File: src/rtl/se_lookup_pkg.sv
// Shared widths, FSM state constants and the queued lookup entry for se_lookup_arbiter.
package se_lookup_pkg;

  localparam int unsigned MAC_W  = 48;
  localparam int unsigned HASH_W = 10;
  localparam int unsigned PMAP_W = 16;
  localparam int unsigned RES_W  = 16;

  // One-hot encodings kept identical to the legacy state register
  localparam logic [3:0] S_IDLE  = 4'b0001;
  localparam logic [3:0] S_ISSUE = 4'b0010;
  localparam logic [3:0] S_WAIT  = 4'b0100;
  localparam logic [3:0] S_RESP  = 4'b1000;

  typedef struct packed {
    logic [MAC_W-1:0]  mac;
    logic [HASH_W-1:0] hash;
    logic              source;
    logic [PMAP_W-1:0] portmap;
  } lookup_entry_t;

endpackage

File: src/rtl/se_lookup_arbiter_if.sv
// Requester-side and search-engine-side bus of se_lookup_arbiter; slave = arbiter view.
interface se_lookup_arbiter_if import se_lookup_pkg::*; #(parameter int unsigned NREQ = 4);

  logic [NREQ-1:0]        req_vld;
  logic [NREQ*MAC_W-1:0]  req_mac;
  logic [NREQ*HASH_W-1:0] req_hash;
  logic [NREQ-1:0]        req_source;
  logic [NREQ*PMAP_W-1:0] req_portmap;
  logic [NREQ-1:0]        rsp_ack;
  logic [NREQ-1:0]        rsp_nak;
  logic [RES_W-1:0]       rsp_result;
  logic                   rsp_timeout;
  logic                   se_req;
  logic [MAC_W-1:0]       se_mac;
  logic [HASH_W-1:0]      se_hash;
  logic                   se_source;
  logic [PMAP_W-1:0]      source_portmap;
  logic                   se_ack;
  logic                   se_nak;
  logic [RES_W-1:0]       se_result;

  modport slave (
    input  req_vld, req_mac, req_hash, req_source, req_portmap, se_ack, se_nak, se_result,
    output rsp_ack, rsp_nak, rsp_result, rsp_timeout,
           se_req, se_mac, se_hash, se_source, source_portmap
  );

  modport master (
    output req_vld, req_mac, req_hash, req_source, req_portmap, se_ack, se_nak, se_result,
    input  rsp_ack, rsp_nak, rsp_result, rsp_timeout,
           se_req, se_mac, se_hash, se_source, source_portmap
  );

endinterface

File: src/rtl/se_lookup_req_fifo.sv
// Two-entry per-requester lookup queue; a push into a full queue is dropped unless a pop frees a slot that cycle.
module se_lookup_req_fifo import se_lookup_pkg::*; (
  input  logic          clk,
  input  logic          rstn,
  input  logic          push,
  input  logic          pop,
  input  lookup_entry_t din,
  output lookup_entry_t dout,
  output logic          empty,
  output logic          full,
  output logic          drop
);

  lookup_entry_t mem [2];
  logic          wr_ptr;
  logic          rd_ptr;
  logic [1:0]    count;
  logic          pop_ok;
  logic          push_ok;

  assign empty   = (count == 2'd0);
  assign full    = (count == 2'd2);
  assign pop_ok  = pop && !empty;
  assign drop    = push && full && !pop_ok;
  assign push_ok = push && !drop;
  assign dout    = mem[rd_ptr];

  always_ff @(posedge clk) begin
    if (push_ok) mem[wr_ptr] <= din;
  end

  always_ff @(posedge clk) begin
    if (!rstn) begin
      wr_ptr <= 1'b0;
      rd_ptr <= 1'b0;
      count  <= 2'd0;
    end else begin
      if (push_ok) wr_ptr <= ~wr_ptr;
      if (pop_ok)  rd_ptr <= ~rd_ptr;
      count <= count + {1'b0, push_ok} - {1'b0, pop_ok};
    end
  end

endmodule

File: src/rtl/se_lookup_arbiter.sv
// Round-robin sharing of one MAC search engine among NREQ front ends, with response routing and timeout.
// Define SE_ARB_STAT_EN to build the saturating per-requester grant/drop counters.
module se_lookup_arbiter import se_lookup_pkg::*; #(
  parameter int unsigned NREQ    = 4,
  parameter int unsigned TIMEOUT = 63
) (
  input  logic                 clk,
  input  logic                 rstn,
  se_lookup_arbiter_if.slave   bus,
  output logic [NREQ-1:0]      ovf_flag,
  output logic [NREQ*16-1:0]   stat_grant_cnt,
  output logic [NREQ*16-1:0]   stat_drop_cnt
);

  localparam int unsigned GW     = $clog2(NREQ);
  localparam logic [7:0]  TO_LIM = 8'(TIMEOUT);

  logic [3:0]       state;
  logic [GW-1:0]    owner;
  logic [GW-1:0]    rr_ptr;
  logic [7:0]       cnt;
  logic             nak_r;
  logic             to_r;
  logic [RES_W-1:0] res_r;
  lookup_entry_t    pay;

  lookup_entry_t    head [NREQ];
  logic [NREQ-1:0]  empty;
  logic [NREQ-1:0]  unused_full;
  logic [NREQ-1:0]  drop;
  logic [NREQ-1:0]  pop;
  logic             grant;
  logic             pick_vld;
  logic [GW-1:0]    pick;

  for (genvar i = 0; i < NREQ; i++) begin : g_fifo
    lookup_entry_t din;
    assign din = '{mac:     bus.req_mac[MAC_W*i +: MAC_W],
                   hash:    bus.req_hash[HASH_W*i +: HASH_W],
                   source:  bus.req_source[i],
                   portmap: bus.req_portmap[PMAP_W*i +: PMAP_W]};
    assign pop[i] = grant && (pick == GW'(i));
    se_lookup_req_fifo u_fifo (
      .clk   (clk),
      .rstn  (rstn),
      .push  (bus.req_vld[i]),
      .pop   (pop[i]),
      .din   (din),
      .dout  (head[i]),
      .empty (empty[i]),
      .full  (unused_full[i]),
      .drop  (drop[i])
    );
  end

  // First non-empty queue at or after rr_ptr, wrapping past NREQ-1
  always_comb begin
    int unsigned idx;
    logic [GW-1:0] sel;
    pick     = '0;
    pick_vld = 1'b0;
    idx      = 0;
    sel      = '0;
    for (int unsigned k = 0; k < NREQ; k++) begin
      idx = 32'(rr_ptr) + k;
      if (idx >= NREQ) idx = idx - NREQ;
      sel = GW'(idx);
      if (!pick_vld && !empty[sel]) begin
        pick_vld = 1'b1;
        pick     = sel;
      end
    end
  end

  assign grant = (state == S_IDLE) && pick_vld;

  always_ff @(posedge clk) begin
    if (!rstn) begin
      state  <= S_IDLE;
      owner  <= '0;
      rr_ptr <= '0;
      cnt    <= '0;
      nak_r  <= 1'b0;
      to_r   <= 1'b0;
      res_r  <= '0;
      pay    <= '0;
    end else begin
      case (state)
        S_IDLE: if (pick_vld) begin
          owner <= pick;
          pay   <= head[pick];
          state <= S_ISSUE;
        end
        S_ISSUE: begin
          cnt   <= '0;
          state <= S_WAIT;
        end
        S_WAIT: if (bus.se_ack || bus.se_nak) begin
          nak_r <= bus.se_nak;
          to_r  <= 1'b0;
          res_r <= bus.se_result;
          state <= S_RESP;
        end else if (cnt == TO_LIM) begin
          nak_r <= 1'b1;
          to_r  <= 1'b1;
          res_r <= '0;
          state <= S_RESP;
        end else begin
          cnt <= cnt + 8'd1;
        end
        S_RESP: begin
          rr_ptr <= (owner == GW'(NREQ-1)) ? '0 : owner + 1'b1;
          state  <= S_IDLE;
        end
        default: state <= S_IDLE;
      endcase
    end
  end

  assign bus.se_req         = (state == S_ISSUE);
  assign bus.se_mac         = pay.mac;
  assign bus.se_hash        = pay.hash;
  assign bus.se_source      = pay.source;
  assign bus.source_portmap = pay.portmap;
  assign bus.rsp_result     = (state == S_RESP) ? res_r : '0;
  assign bus.rsp_timeout    = (state == S_RESP) && to_r;

  always_comb begin
    bus.rsp_ack = '0;
    bus.rsp_nak = '0;
    if (state == S_RESP) begin
      if (nak_r) bus.rsp_nak[owner] = 1'b1;
      else       bus.rsp_ack[owner] = 1'b1;
    end
  end

  always_ff @(posedge clk) begin
    if (!rstn) ovf_flag <= '0;
    else       ovf_flag <= ovf_flag | drop;
  end

`ifdef SE_ARB_STAT_EN
  logic [15:0] gcnt [NREQ];
  logic [15:0] dcnt [NREQ];

  always_ff @(posedge clk) begin
    if (!rstn) begin
      for (int unsigned i = 0; i < NREQ; i++) begin
        gcnt[i] <= '0;
        dcnt[i] <= '0;
      end
    end else begin
      for (int unsigned i = 0; i < NREQ; i++) begin
        if (pop[i]  && gcnt[i] != '1) gcnt[i] <= gcnt[i] + 16'd1;
        if (drop[i] && dcnt[i] != '1) dcnt[i] <= dcnt[i] + 16'd1;
      end
    end
  end

  for (genvar i = 0; i < NREQ; i++) begin : g_stat
    assign stat_grant_cnt[16*i +: 16] = gcnt[i];
    assign stat_drop_cnt[16*i +: 16]  = dcnt[i];
  end
`else
  assign stat_grant_cnt = '0;
  assign stat_drop_cnt  = '0;
`endif

endmodule

File: src/flat_wrapper.sv
// flat-port wrapper written by rule: the top's interface ports become plain ports
module se_lookup_arbiter_flat import se_lookup_pkg::*;
#(
  parameter int unsigned NREQ    = 4,
  parameter int unsigned TIMEOUT = 63
)
  (clk, rstn, ovf_flag, stat_grant_cnt, stat_drop_cnt, bus_req_vld, bus_req_mac, bus_req_hash, bus_req_source, bus_req_portmap, bus_se_ack, bus_se_nak, bus_se_result, bus_rsp_ack, bus_rsp_nak, bus_rsp_result, bus_rsp_timeout, bus_se_req, bus_se_mac, bus_se_hash, bus_se_source, bus_source_portmap);
  se_lookup_arbiter_if #(.NREQ(NREQ)) bus_i ();
  input  logic clk;
  input  logic rstn;
  output logic [NREQ-1:0] ovf_flag;
  output logic [NREQ*16-1:0] stat_grant_cnt;
  output logic [NREQ*16-1:0] stat_drop_cnt;
  input wire logic [$bits(bus_i.req_vld)-1:0] bus_req_vld;
  input wire logic [$bits(bus_i.req_mac)-1:0] bus_req_mac;
  input wire logic [$bits(bus_i.req_hash)-1:0] bus_req_hash;
  input wire logic [$bits(bus_i.req_source)-1:0] bus_req_source;
  input wire logic [$bits(bus_i.req_portmap)-1:0] bus_req_portmap;
  input wire logic [$bits(bus_i.se_ack)-1:0] bus_se_ack;
  input wire logic [$bits(bus_i.se_nak)-1:0] bus_se_nak;
  input wire logic [$bits(bus_i.se_result)-1:0] bus_se_result;
  output wire logic [$bits(bus_i.rsp_ack)-1:0] bus_rsp_ack;
  output wire logic [$bits(bus_i.rsp_nak)-1:0] bus_rsp_nak;
  output wire logic [$bits(bus_i.rsp_result)-1:0] bus_rsp_result;
  output wire logic [$bits(bus_i.rsp_timeout)-1:0] bus_rsp_timeout;
  output wire logic [$bits(bus_i.se_req)-1:0] bus_se_req;
  output wire logic [$bits(bus_i.se_mac)-1:0] bus_se_mac;
  output wire logic [$bits(bus_i.se_hash)-1:0] bus_se_hash;
  output wire logic [$bits(bus_i.se_source)-1:0] bus_se_source;
  output wire logic [$bits(bus_i.source_portmap)-1:0] bus_source_portmap;
  assign bus_i.req_vld = bus_req_vld;
  assign bus_i.req_mac = bus_req_mac;
  assign bus_i.req_hash = bus_req_hash;
  assign bus_i.req_source = bus_req_source;
  assign bus_i.req_portmap = bus_req_portmap;
  assign bus_i.se_ack = bus_se_ack;
  assign bus_i.se_nak = bus_se_nak;
  assign bus_i.se_result = bus_se_result;
  assign bus_rsp_ack = bus_i.rsp_ack;
  assign bus_rsp_nak = bus_i.rsp_nak;
  assign bus_rsp_result = bus_i.rsp_result;
  assign bus_rsp_timeout = bus_i.rsp_timeout;
  assign bus_se_req = bus_i.se_req;
  assign bus_se_mac = bus_i.se_mac;
  assign bus_se_hash = bus_i.se_hash;
  assign bus_se_source = bus_i.se_source;
  assign bus_source_portmap = bus_i.source_portmap;
  se_lookup_arbiter #(.NREQ(NREQ), .TIMEOUT(TIMEOUT)) u_core (.clk(clk), .rstn(rstn), .bus(bus_i), .ovf_flag(ovf_flag), .stat_grant_cnt(stat_grant_cnt), .stat_drop_cnt(stat_drop_cnt));
endmodule
File: config.mk
export PLATFORM = sky130hd
export DESIGN_NAME = se_lookup_arbiter_flat
export DESIGN_NICKNAME = d
export VERILOG_FILES = /design/src/rtl/se_lookup_pkg.sv /design/src/rtl/se_lookup_arbiter_if.sv /design/src/rtl/se_lookup_req_fifo.sv /design/src/rtl/se_lookup_arbiter.sv /design/src/flat_wrapper.sv
export SDC_FILE = /design/constraint.sdc
export NUM_CORES = 1
export LEC_CHECK = 0
export CAP_MARGIN = 40
export CORE_MARGIN = 2
export CORE_UTILIZATION = 30
export DETAILED_ROUTE_END_ITERATION = 7
export PLACE_DENSITY = 0.58
export SETUP_SLACK_MARGIN = 0.5
export SLEW_MARGIN = 20
export SYNTH_ARGS = -nofsm -noshare
export SYNTH_HDL_FRONTEND = slang
export SYNTH_SLANG_ARGS = --single-unit
File: constraint.sdc
create_clock -name clk -period 21.3 [get_ports clk]
set_input_delay 3.195 -clock clk [delete_from_list [all_inputs] [get_ports clk]]
set_output_delay 3.195 -clock clk [all_outputs]
set_load 0.005 [all_outputs]
==> summary.md, run 1 <==
| Metric | Value |
|---|---|
| Routed wire length | 82,000 microns |
| Cell with the most instances after synthesis | edfxtp_1 |
| Clk buf depth | 3 |
| Clk sinks | ~730 |
| Tot GR Track Use | 16.0% |
| Routed vias | ~18k |
| Initial antenna violation count | 22 |
| Clk slew on worst S/H paths | roughly 0.060 ns |
| Chip width | about 320 microns |
| Area of the multi-input gates | 7540 sq um |
| Top cell type by total area after synthesis | edfxtp_1 |
| Post-Syn Area | 29,100 sq um |
| Worst slack, placed | roughly 15 ns |
| CTS Buf Count | between 80 and 90 |
| Final #Nets | about 2.7k |
| Reg area | 20,700 sq um |
| Register area share after synthesis | a little under three quarters |
| Routed vias/inst | 4.68 |
| Row cnt | roughly 110 |
| Synth warn | 0 |
| Data arrival, critical path | around 2.8 ns |
| Max-slew violations | 0 |
| Worst Setup Path Type | flip-flop to output port |
| Period utilization | between 20% and 30% |
| PnR worst setup slack | approximately 15 ns |
| Number of global-route vias before repair | about 18k |
| Syn avg cell area | roughly 15 sq um |
| 1st-pass router iterations | 5 |
| Hold Path Class | flip-flop to flip-flop |
| Die Ht | about 320 microns |
| Slew margin rel. | between 20% and 30% |
| F_max | roughly 0.17 GHz |
| CORE AREA | about 96,000 sq um |
| Top cells by count, synth | 600 x edfxtp_1, 166 x o21ai_0, 153 x mux2i_1 |
| Cells after Synth | just under 2k |
| CTS tree | yes |
| RSZ-0062 raised after global routing | false |
| DRC violations left | 0 |
| Port Buffers | 428 |
| DRT iter0 DRCs | around 1.2k |
| Fillers | 8,953 |
| Layout Skew | about 0.027 ns |
| Number of synthesized flops with an enable pin | 600 |
| Post-cts sizing count | 0 |
| Worst-margin pin slew | between 1 and 1.5 ns |
| Worst skew pair latency | 0.64 ns |
| Crit Path Max Fanout | 19 |
| Setup Total Neg Slack | 0 ns |
| Io pins | ~560 |
| Clock root cell | clkbuf_16 |
| Yosys top cell area share | between 60% and 70% |
| Critical path capture point type | output port |
| Gr ovfl total | 0 |
| Largest net degree at the start of global routing | 232 |
| Starting density of the core | between 30% and 40% |
| WL/cell | around 22 microns |
| Crit path required time | 18.11 ns |
| Share of cells above drive strength 1 | 13.5% |
| Post-synthesis cell type count | 53 |
| Die area | about 100,000 sq um |
| Post-CTS Hold Fix Bufs | 0 |
| Main synth FF type | edfxtp_1 |
| Final setup fails | 0 |
| PD cells | 135 nW/um^2 |
| Register bit total from synthesis | between 700 and 800 |
| Placer Congestion | around 0.76 |
| Post-CTS setup buffers | 0 |
| Peak supply drop | between 0.15 and 0.2 mV |
| Post-synth ARST share | 0% |
| Antenna-violating nets left | 0 |
| H-tree levels | 3 |
| Startpoint Class | flip-flop |
| Synth top area cells | edfxtp_1 62%, dfxtp_1 9.1%, mux2_2 5.8% |
| Post-DP HPWL | approximately 53,000 microns |
| Outcome | finished clean |
| First-pass GRT wire length | roughly 120,000 microns |
| P&R area growth vs syn | 28.4% |
| Maxcap violations | 0 |
| Lkg Pwr | between 10 and 15 nW |
| Fin. Hold Viols | 0 |
| Final min period | 6.02 ns |
-- where the power goes --
| group | internal, mW | switching [mW] |
|---|---|---|
| Sequential | 1.80 | 0.132 |
| Combinational | 0.634 | 1.01 |
| Clock | 0.879 | 0.579 |
| Total | 3.31 | 1.72 |
-- logic make-up after synthesis --
kind of cell | Yosys count | synth area share [%]
other cells | 1 | 0.0129
simple gates | 292 | 4.48
xor+xnor | 17 | 0.511
fa+ha+maj | 11 | 0.472
mux | 303 | 11.1
flops | 733 | 71.0
compound gates | 357 | 7.46
buf+inv | 251 | 5.02
-- path summary, 6_finish.rpt --
path / from / endpoint / slack [ns] / cells past startpoint
max: u_core.state[0]$_SDFFE_PN1P_ / bus_rsp_nak[2] / 15.28 / 4
min: u_core.ovf_flag[2]$_SDFF_PN0_ / u_core.ovf_flag[2]$_SDFF_PN0_ / 0.47 / 1
max reg2reg: u_core.state[1]$_SDFFE_PN0P_ / u_core.g_fifo[0].u_fifo.mem[1][5]$_DFFE_PP_ / 16.73 / 10
min reg2reg: u_core.ovf_flag[2]$_SDFF_PN0_ / u_core.ovf_flag[2]$_SDFF_PN0_ / 0.47 / 1
-- routing by layer --
layer,vias up,track usage [%],share of wire (%)
met5,-,0,0.13
met4,14,5.77,2.4
met3,144,3.75,6.6
met2,662,28.5,52
met1,8705,18.8,39
li1,8053,-,-
-- critical path: stages (launching register included) --
cell	delay, ns
dfxtp_1	0.36
nor4b_2	0.78
buf_4	0.35
and3_1	0.19
clkdlybuf4s50_1	0.50
-- flip-flops by register name (all words and copies together) (netlist names), named ones only --
name	flops
u_core.state	4
u_core.bus.source_portmap	16
u_core.bus.se_source	1
u_core.g_fifo.u_fifo.wr_ptr	4
u_core.ovf_flag	4
u_core.to_r	1
u_core.cnt	8
u_core.bus.se_mac	48
u_core.owner	2
u_core.rr_ptr	2
u_core.g_fifo.u_fifo.rd_ptr	4
u_core.res_r	16
u_core.g_fifo.u_fifo.count	8
u_core.bus.se_hash	10
u_core.g_fifo.u_fifo.mem	600
u_core.nak_r	1
-- metrics by stage --
step                      instance area [sq um]  hold slack [ns]  instances  power, mW  utilization (%)
after detailed placement                  34500            0.460       3592       3.63             35.8
after global routing                      37400            0.507       3757       5.31             38.8
after global placement                    34400            0.452       3585       3.56             35.6
after floorplan                           29600            0.457       2092       2.94                -
after CTS                                 37300            0.475       3745       5.11             38.7
final                                     37400            0.468       3760       5.04             38.8
-- cells in the final DEF (no fill, tap or decap), drive strengths merged, types with 3 or more instances in the layout --
| cell type | netlist | layout |
|---|---|---|
| clkinv | 1 | 20 |
| xnor2 | 8 | 8 |
| a221oi | 75 | 75 |
| edfxtp | 600 | 600 |
| bufinv | 0 | 10 |
| buf | 164 | 33 |
| diode | 0 | 13 |
| nor2 | 132 | 132 |
| clkdlybuf4s50 | 0 | 427 |
| nand3 | 6 | 6 |
| clkinvlp | 0 | 6 |
| conb | 1 | 128 |
| nand4 | 3 | 3 |
| nand2 | 88 | 88 |
| a21oi | 75 | 75 |
| a22oi | 17 | 17 |
| dfxtp | 133 | 133 |
| nor4b | 3 | 3 |
| and2 | 22 | 22 |
| o21a | 9 | 9 |
| nor3 | 7 | 7 |
| nor2b | 4 | 4 |
| mux2i | 153 | 153 |
| xor2 | 9 | 9 |
| inv | 15 | 19 |
| and3 | 11 | 11 |
| a31oi | 4 | 4 |
| o21ai | 167 | 167 |
| nor4 | 4 | 4 |
| clkbuf | 71 | 115 |
| ha | 11 | 11 |
| mux2 | 150 | 150 |
-- area by class of cell --
type	instances	area share (%)
diodes	13	0.0870
clock buffers	114	6.14
clock inverters	39	1.34
inverters	16	0.181
multi-input cells	1108	20.2
flip-flops and latches	733	55.3
well taps	1276	4.27
repair buffers	461	12.5
(Power assumes the default switching activity.)
==> inputs of run 2 (changes only) <==
Clock period 21.3 ns to 5.65 ns, I/O delays scaled along.
==> run 2 against run 1 <==
Clock power grew to 3.6 times the previous value. Flip-flop and latch count is the same. Total power grew to 3.7 times the previous value. Utilization grew 0.056 points. Sequential power grew to 3.8 times the previous value. Die area is the same. Sequential share of layout area shrank 0.079 points. Routed wire length shrank 0.40%. Setup slack lost 13 ns. Critical path depth grew 4. Critical path type is now flip-flop to flip-flop. Largest cell class unchanged. Largest power group unchanged. Highest routed layer unchanged.
==> summary.md, run 2 (synthesized netlist as in run 1, its figures left out) <==
| Metric | Value |
|---|---|
| Outcome | finished clean |
| Crit path to | u_core.g_fifo[1].u_fifo.mem[0][67]$_DFFE_PP_ |
| Slew margin rel. | 44.2% (+20 points) |
| CTS tree | yes |
| Final setup fails | 0 (unchanged) |
| Final min period | between 3 and 4 ns |
| Worst skew pair latency | 0.65 ns (about the same) |
| Placer Congestion | 0.816 (+7.4%) |
| Post-cts sizing count | 0 (unchanged) |
| Clk slew on worst S/H paths | 0.06 ns (about the same) |
| F_max | approximately 0.26 GHz |
| Critical Path Source | u_core.g_fifo[3].u_fifo.count[0]$_SDFF_PN0_ |
| Share of cells above drive strength 1 | 13.9% (+0.42 points) |
| Setup Total Neg Slack | 0 ns (unchanged) |
| Worst Reg-to-Reg Cells | 8 (-2) |
| Clock root cell | clkbuf_16 |
| First-pass GRT wire length | 117,000 microns (+0.45%) |
| Die area | 99,600 sq um (unchanged) |
| Register with the most flip-flops | u_core.g_fifo.u_fifo.mem |
| Area of the multi-input gates | 7550 sq um (about the same) |
| Number of global-route vias before repair | 18.3k (+0.49%) |
| Clk buf depth | 3 (unchanged) |
| Lkg Pwr | 12.6 nW (+0.33%) |
| Period utilization | 68.2% |
| Startpoint Class | flip-flop |
| DRC violations left | 0 (unchanged) |
| Layout Cells excl Fill | 3,771 (+0.29%) |
| Final #Nets | 2,748 (+0.40%) |
| Port Buffers | 428 (unchanged) |
| Data arrival, critical path | 4.17 ns (+1.34 ns) |
| Crit Path Max Fanout | 36 (+17) |
| R2r setup slk | 1.80 ns (-14.93 ns) |
| Most common cell after layout, fill and taps aside | edfxtp_1 |
| Tot GR Track Use | 16.1% (+0.056 points) |
| Post-DP HPWL | 55,000 microns (+3.6%) |
| Max-slew violations | 0 (unchanged) |
| Antenna-violating nets left | 0 (unchanged) |
| Initial antenna violation count | 30 (+36%) |
| PD cells | 504 nW/um^2 (+270%) |
| Chip width | 316 microns (unchanged) |
| Placed cell count | 3,602 (+0.28%) |
| Fillers | 8,978 (+0.28%) |
| Routed vias | 17.6k (+0.31%) |
| Layout Skew | 0.0216 ns (-0.00590 ns) |
| Worst Setup Path Type | flip-flop to flip-flop |
| Post-CTS Hold Fix Bufs | 0 (unchanged) |
| DRT iter0 DRCs | 1,318 (+11%) |
| CTS Buf Count | 83 (+1.2%) |
| Most frequent cells in the layout | 600 x edfxtp_1, 427 x clkdlybuf4s50_1, 166 x o21ai_0, 153 x mux2i_1, 150 x mux2_2 |
| Critical path capture point type | flip-flop |
| Reg area | 20,700 sq um (unchanged) |
| WL/cell | 21.7 microns (-0.69%) |
| RSZ-0062 raised after global routing | false |
| Worst-margin pin slew | 0.826 ns (-0.314 ns) |
| Routed wire length | 81,700 microns (-0.40%) |
| Row cnt | 114 (unchanged) |
| Clk sinks | 733 (unchanged) |
| Crit Reg-Reg Endpoint | u_core.g_fifo[1].u_fifo.mem[0][67]$_DFFE_PP_ |
| Crit path required time | 5.97 ns (-12.14 ns) |
| Maxcap violations | 0 (unchanged) |
| Hold Path Class | flip-flop to flip-flop |
| H-tree levels | 3 (unchanged) |
| Max reg flops | 600 (unchanged) |
| Fin. Hold Viols | 0 (unchanged) |
| Starting density of the core | 30.2% (unchanged) |
| 1st-pass router iterations | 7 (+2) |
| Largest net degree at the start of global routing | 114 (-51%) |
| Routed vias/inst | 4.68 (about the same) |
| Post-CTS setup buffers | 0 (unchanged) |
| Io pins | 557 (unchanged) |
| Peak supply drop | 0.423 mV (+130%) |
| Gr ovfl total | 0 (unchanged) |
| P&R area growth vs syn | 28.6% |
| CORE AREA | 96,400 sq um (unchanged) |
| Reg-to-reg startpoint | u_core.g_fifo[3].u_fifo.count[0]$_SDFF_PN0_ |
| Die Ht | 316 microns (unchanged) |
-- run 2: report_power, final --
| group | total, mW | internal (mW) | leakage [nW] | switching (mW) |
|---|---|---|---|---|
| Clock | 5.26 | 3.06 | 1.32 | 2.19 |
| Sequential | 7.30 | 6.78 | 6.71 | 0.513 |
| Combinational | 6.32 | 2.47 | 4.56 | 3.85 |
-- run 2: worst max-delay path, cell delays in order, from the launching register on --
cell and delay (ns):
dfxtp_1 0.34, nor2_1 0.42, o21ai_0 0.29, o22ai_1 0.68, a21boi_1 0.27, or3_1 0.43
inv_4 0.38, buf_16 0.27, buf_4 0.35
-- run 2: worst min path at each step --
| stage | startpoint | to | slack, ns | cells after the start |
|---|---|---|---|---|
| global placement | u_core.ovf_flag[2]$_SDFF_PN0_ | u_core.ovf_flag[2]$_SDFF_PN0_ | 0.46 | 1 |
| floorplan | u_core.g_fifo[1].u_fifo.wr_ptr$_SDFFE_PN0P_ | u_core.g_fifo[1].u_fifo.wr_ptr$_SDFFE_PN0P_ | 0.46 | 2 |
| finish | u_core.ovf_flag[2]$_SDFF_PN0_ | u_core.ovf_flag[2]$_SDFF_PN0_ | 0.47 | 1 |
| global route | u_core.ovf_flag[2]$_SDFF_PN0_ | u_core.ovf_flag[2]$_SDFF_PN0_ | 0.49 | 1 |
| detailed placement | u_core.ovf_flag[2]$_SDFF_PN0_ | u_core.ovf_flag[2]$_SDFF_PN0_ | 0.46 | 1 |
| CTS | u_core.ovf_flag[2]$_SDFF_PN0_ | u_core.ovf_flag[2]$_SDFF_PN0_ | 0.48 | 1 |
-- run 2: through the flow --
stage / area, sq um / hold slack (ns) / power (mW) / worst slack (ns) / utilization (%)
floorplan: 29600 / 0.457 / 11.1 / 0.608 / -
global placement: 34500 / 0.463 / 13.5 / 1.85 / 35.7
detailed placement: 34700 / 0.460 / 13.8 / 1.81 / 36.0
CTS: 37400 / 0.475 / 19.1 / 1.78 / 38.8
global route: 37400 / 0.488 / 19.9 / 1.60 / 38.8
finish: 37500 / 0.470 / 18.9 / 1.80 / 38.8
-- run 2: per-layer routing --
layer  share of wire, %  wire (microns)  up-vias  track usage (%)
met2                 50           41000      676             27.9
met1                 40           32600     8686             18.9
li1                   -               -     8089                -
met5               0.25             204        -                0
met4                2.5            2060       32             6.00
met3                7.1            5770      150             4.48
-- run 2: final cells by class --
| cell class | instances | area share [%] |
|---|---|---|
| flip-flops and latches | 733 | 55.3 |
| multi-input cells | 1108 | 20.1 |
| repair buffers | 471 | 12.9 |
| clock buffers | 112 | 6.13 |
| well taps | 1276 | 4.26 |
| clock inverters | 42 | 1.06 |
| inverters | 16 | 0.180 |
| diodes | 13 | 0.0869 |
==> inputs of run 3 (changes only) <==
Settings changed: PLACE_DENSITY 0.58 to 0.6.
Clock period 5.65 ns to 3.1 ns, I/O delays scaled along.
==> run 3 against run 2 <==
Non-clock buffer count is 146 higher. Largest power group is now combinational logic. Via count up 5.9%. Clock power up 96%. Cell count increased by 3.7%. Die area unchanged. Critical endpoint is now u_core.g_fifo[3].u_fifo.mem[0][26]$_DFFE_PP_. Setup slack worse by 1.5 ns. Total power rose by 99%. Clock skew shrank 0.00086 ns. Sequential power rose by 82%. Worst hold slack worse by 0.14 ns. Clock-buffer cell count is 1 higher.
==> summary.md, run 3 (synthesized netlist as in run 1, its figures left out) <==
| Metric | Value |
|---|---|
| Routed vias | 18.7k (+5.9%) |
| Clk slew on worst S/H paths | 0.06 ns (about the same) |
| Antenna-violating nets left | 0 (unchanged) |
| Post-DP HPWL | 54,800 microns (-0.39%) |
| Clock root cell | clkbuf_16 |
| Chip width | 316 microns (unchanged) |
| Slew margin rel. | 53.4% (+9.2 points) |
| Critical path capture point type | flip-flop |
| CTS Buf Count | 81 (-2.4%) |
| CTS tree | yes |
| Post-CTS Hold Fix Bufs | 0 (unchanged) |
| PD cells | 926 nW/um^2 (+84%) |
| Placed Area | 35,100 sq um (+1.1%) |
| Share of cells above drive strength 1 | 20.1% (+6.2 points) |
| Crit Path Max Fanout | 32 (-11%) |
| Max-slew violations | 0 (unchanged) |
| F_max | 0.352 GHz (+36%) |
| Period utilization | 91.6% (+23 points) |
| Clk buf depth | 3 (unchanged) |
| Number of global-route vias before repair | 18.7k (+2.3%) |
| Register with the most flip-flops | u_core.g_fifo.u_fifo.mem |
| Routed wire length | 95,800 microns (+17%) |
| Max reg flops | 600 (unchanged) |
| Gr ovfl total | 0 (unchanged) |
| P&R area growth vs syn | 39.3% |
| Largest net degree at the start of global routing | 73 (-36%) |
| DRT iter0 DRCs | 1,388 (+5.3%) |
| Worst-margin pin slew | 0.693 ns (-0.133 ns) |
| Total chip power | 37.6 mW (+99%) |
| Outcome | finished clean |
| Final setup fails | 0 (unchanged) |
| Util after Layout | 42.1% (+3.2 points) |
| Row cnt | 114 (unchanged) |
| H-tree levels | 3 (unchanged) |
| Data arrival, critical path | 3.16 ns (-1.01 ns) |
| Crit path required time | 3.42 ns (-2.55 ns) |
| Final min period | 2.84 ns (-1.01 ns) |
| First-pass GRT wire length | 121,000 microns (+3.6%) |
| Startpoint Class | flip-flop |
| Tot GR Track Use | 16.7% (+0.61 points) |
| Starting density of the core | 30.2% (unchanged) |
| Port Buffers | 428 (unchanged) |
| DRC violations left | 0 (unchanged) |
| Die Ht | 316 microns (unchanged) |
| Most frequent cells in the layout | 600 x edfxtp_1, 402 x clkdlybuf4s50_1, 164 x o21ai_0, 153 x mux2i_1, 150 x mux2_2 |
| Layout Skew | 0.0207 ns (-0.000864 ns) |
| Placer Congestion | 0.777 (-4.8%) |
| Hold Path Class | primary input to flip-flop |
| Fin. Hold Viols | 0 (unchanged) |
| 1st-pass router iterations | 5 (-2) |
| Lkg Pwr | 14.1 nW (+12%) |
| Worst skew pair latency | 0.64 ns (about the same) |
| Final instance area | 40,600 sq um (+8.4%) |
| Reg area | 20,700 sq um (about the same) |
| Worst Setup Path Type | flip-flop to flip-flop |
| Final #Nets | 2,894 (+5.3%) |
| Routed vias/inst | 4.77 (+2.1%) |
| WL/cell | 24.5 microns (+13%) |
| Most common cell after layout, fill and taps aside | edfxtp_1 |
| Area of the multi-input gates | 7730 sq um (+2.4%) |
| RSZ-0062 raised after global routing | true |
| CORE AREA | 96,400 sq um (unchanged) |
| Io pins | 557 (unchanged) |
| Maxcap violations | 0 (unchanged) |
| Clk sinks | 733 (unchanged) |
| Fillers | 8,659 (-3.6%) |
| Initial antenna violation count | 24 (-20%) |
| Peak supply drop | 1.07 mV (+150%) |
| Die area | 99,600 sq um (unchanged) |
run 3: cell types whose count changed in the layout (fill, tap and decap cells not counted), sizes merged:
cell,before,now
buf,43,153
diode,13,8
inv,21,20
clkinv,28,24
clkdlybuf4s15,0,1
clkbuf,113,155
clkdlybuf4s50,427,402
dlymetal6s2s,0,1
clkinvlp,5,1
dlygate4sd2,0,18
bufinv,4,12
run 3: layer usage:
metal  part of all wire, %  up-vias  track usage (%)
met3                   6.4      151             3.88
li1                      -     8405                -
met4                   2.3       26             5.81
met5                  0.18        -                0
met2                    51      759             29.4
met1                    40     9333             19.9
run 3: what timing repair did:
item	in CTS	in global routing
cloned	13	65
gates resized for setup	63	125
pin swaps	4	16
buffers inserted	21	26
endpoints found under the setup margin	538	634
run 3: worst paths after layout:
kind,startpoint,endpoint,slack [ns],depth (start not counted)
worst max-delay path,u_core.state[1]$_SDFFE_PN0P_,u_core.g_fifo[3].u_fifo.mem[0][26]$_DFFE_PP_,0.26,7
worst min-delay path,rstn,u_core.res_r[14]$_SDFFE_PN0P_,0.33,3
worst max register to register,u_core.state[1]$_SDFFE_PN0P_,u_core.g_fifo[3].u_fifo.mem[0][26]$_DFFE_PP_,0.26,7
worst min register to register,u_core.ovf_flag[0]$_SDFF_PN0_,u_core.ovf_flag[0]$_SDFF_PN0_,0.47,1
run 3: report_power, final:
group	internal, mW	switching (mW)
registers	12.4	0.897
logic	6.11	7.92
clock network	6.26	4.06
total	24.7	12.9
run 3: metrics by stage:
step	TNS (ns)	hold slack [ns]	worst slack (ns)	cells
2_1_floorplan	-219.89	0.457	-0.772	2092
3_3_place_gp	0	0.457	0.0989	3625
3_5_place_dp	0	0.462	0.231	3627
4_1_cts	0	0.282	0.218	3813
5_1_grt	0	0.312	0.183	3908
6_report	0	0.329	0.259	3912
run 3: cell type report:
class	count	area share (%)
diodes	8	0.0493
clock buffers	113	5.69
clock inverters	39	1.38
inverters	16	0.240
multi-input cells	1108	19.0
flip-flops and latches	733	51.0
well taps	1276	3.93
repair buffers	617	18.6
repair inverters	2	0.0801
run 3: worst max-delay path, cell delays in order (launching register included):
cell	delay, ns
dfxtp_4	0.36
or4b_4	0.55
a41o_4	0.29
buf_8	0.12
or4_4	0.44
o21ai_4	0.18
and3b_4	0.29
buf_16	0.25
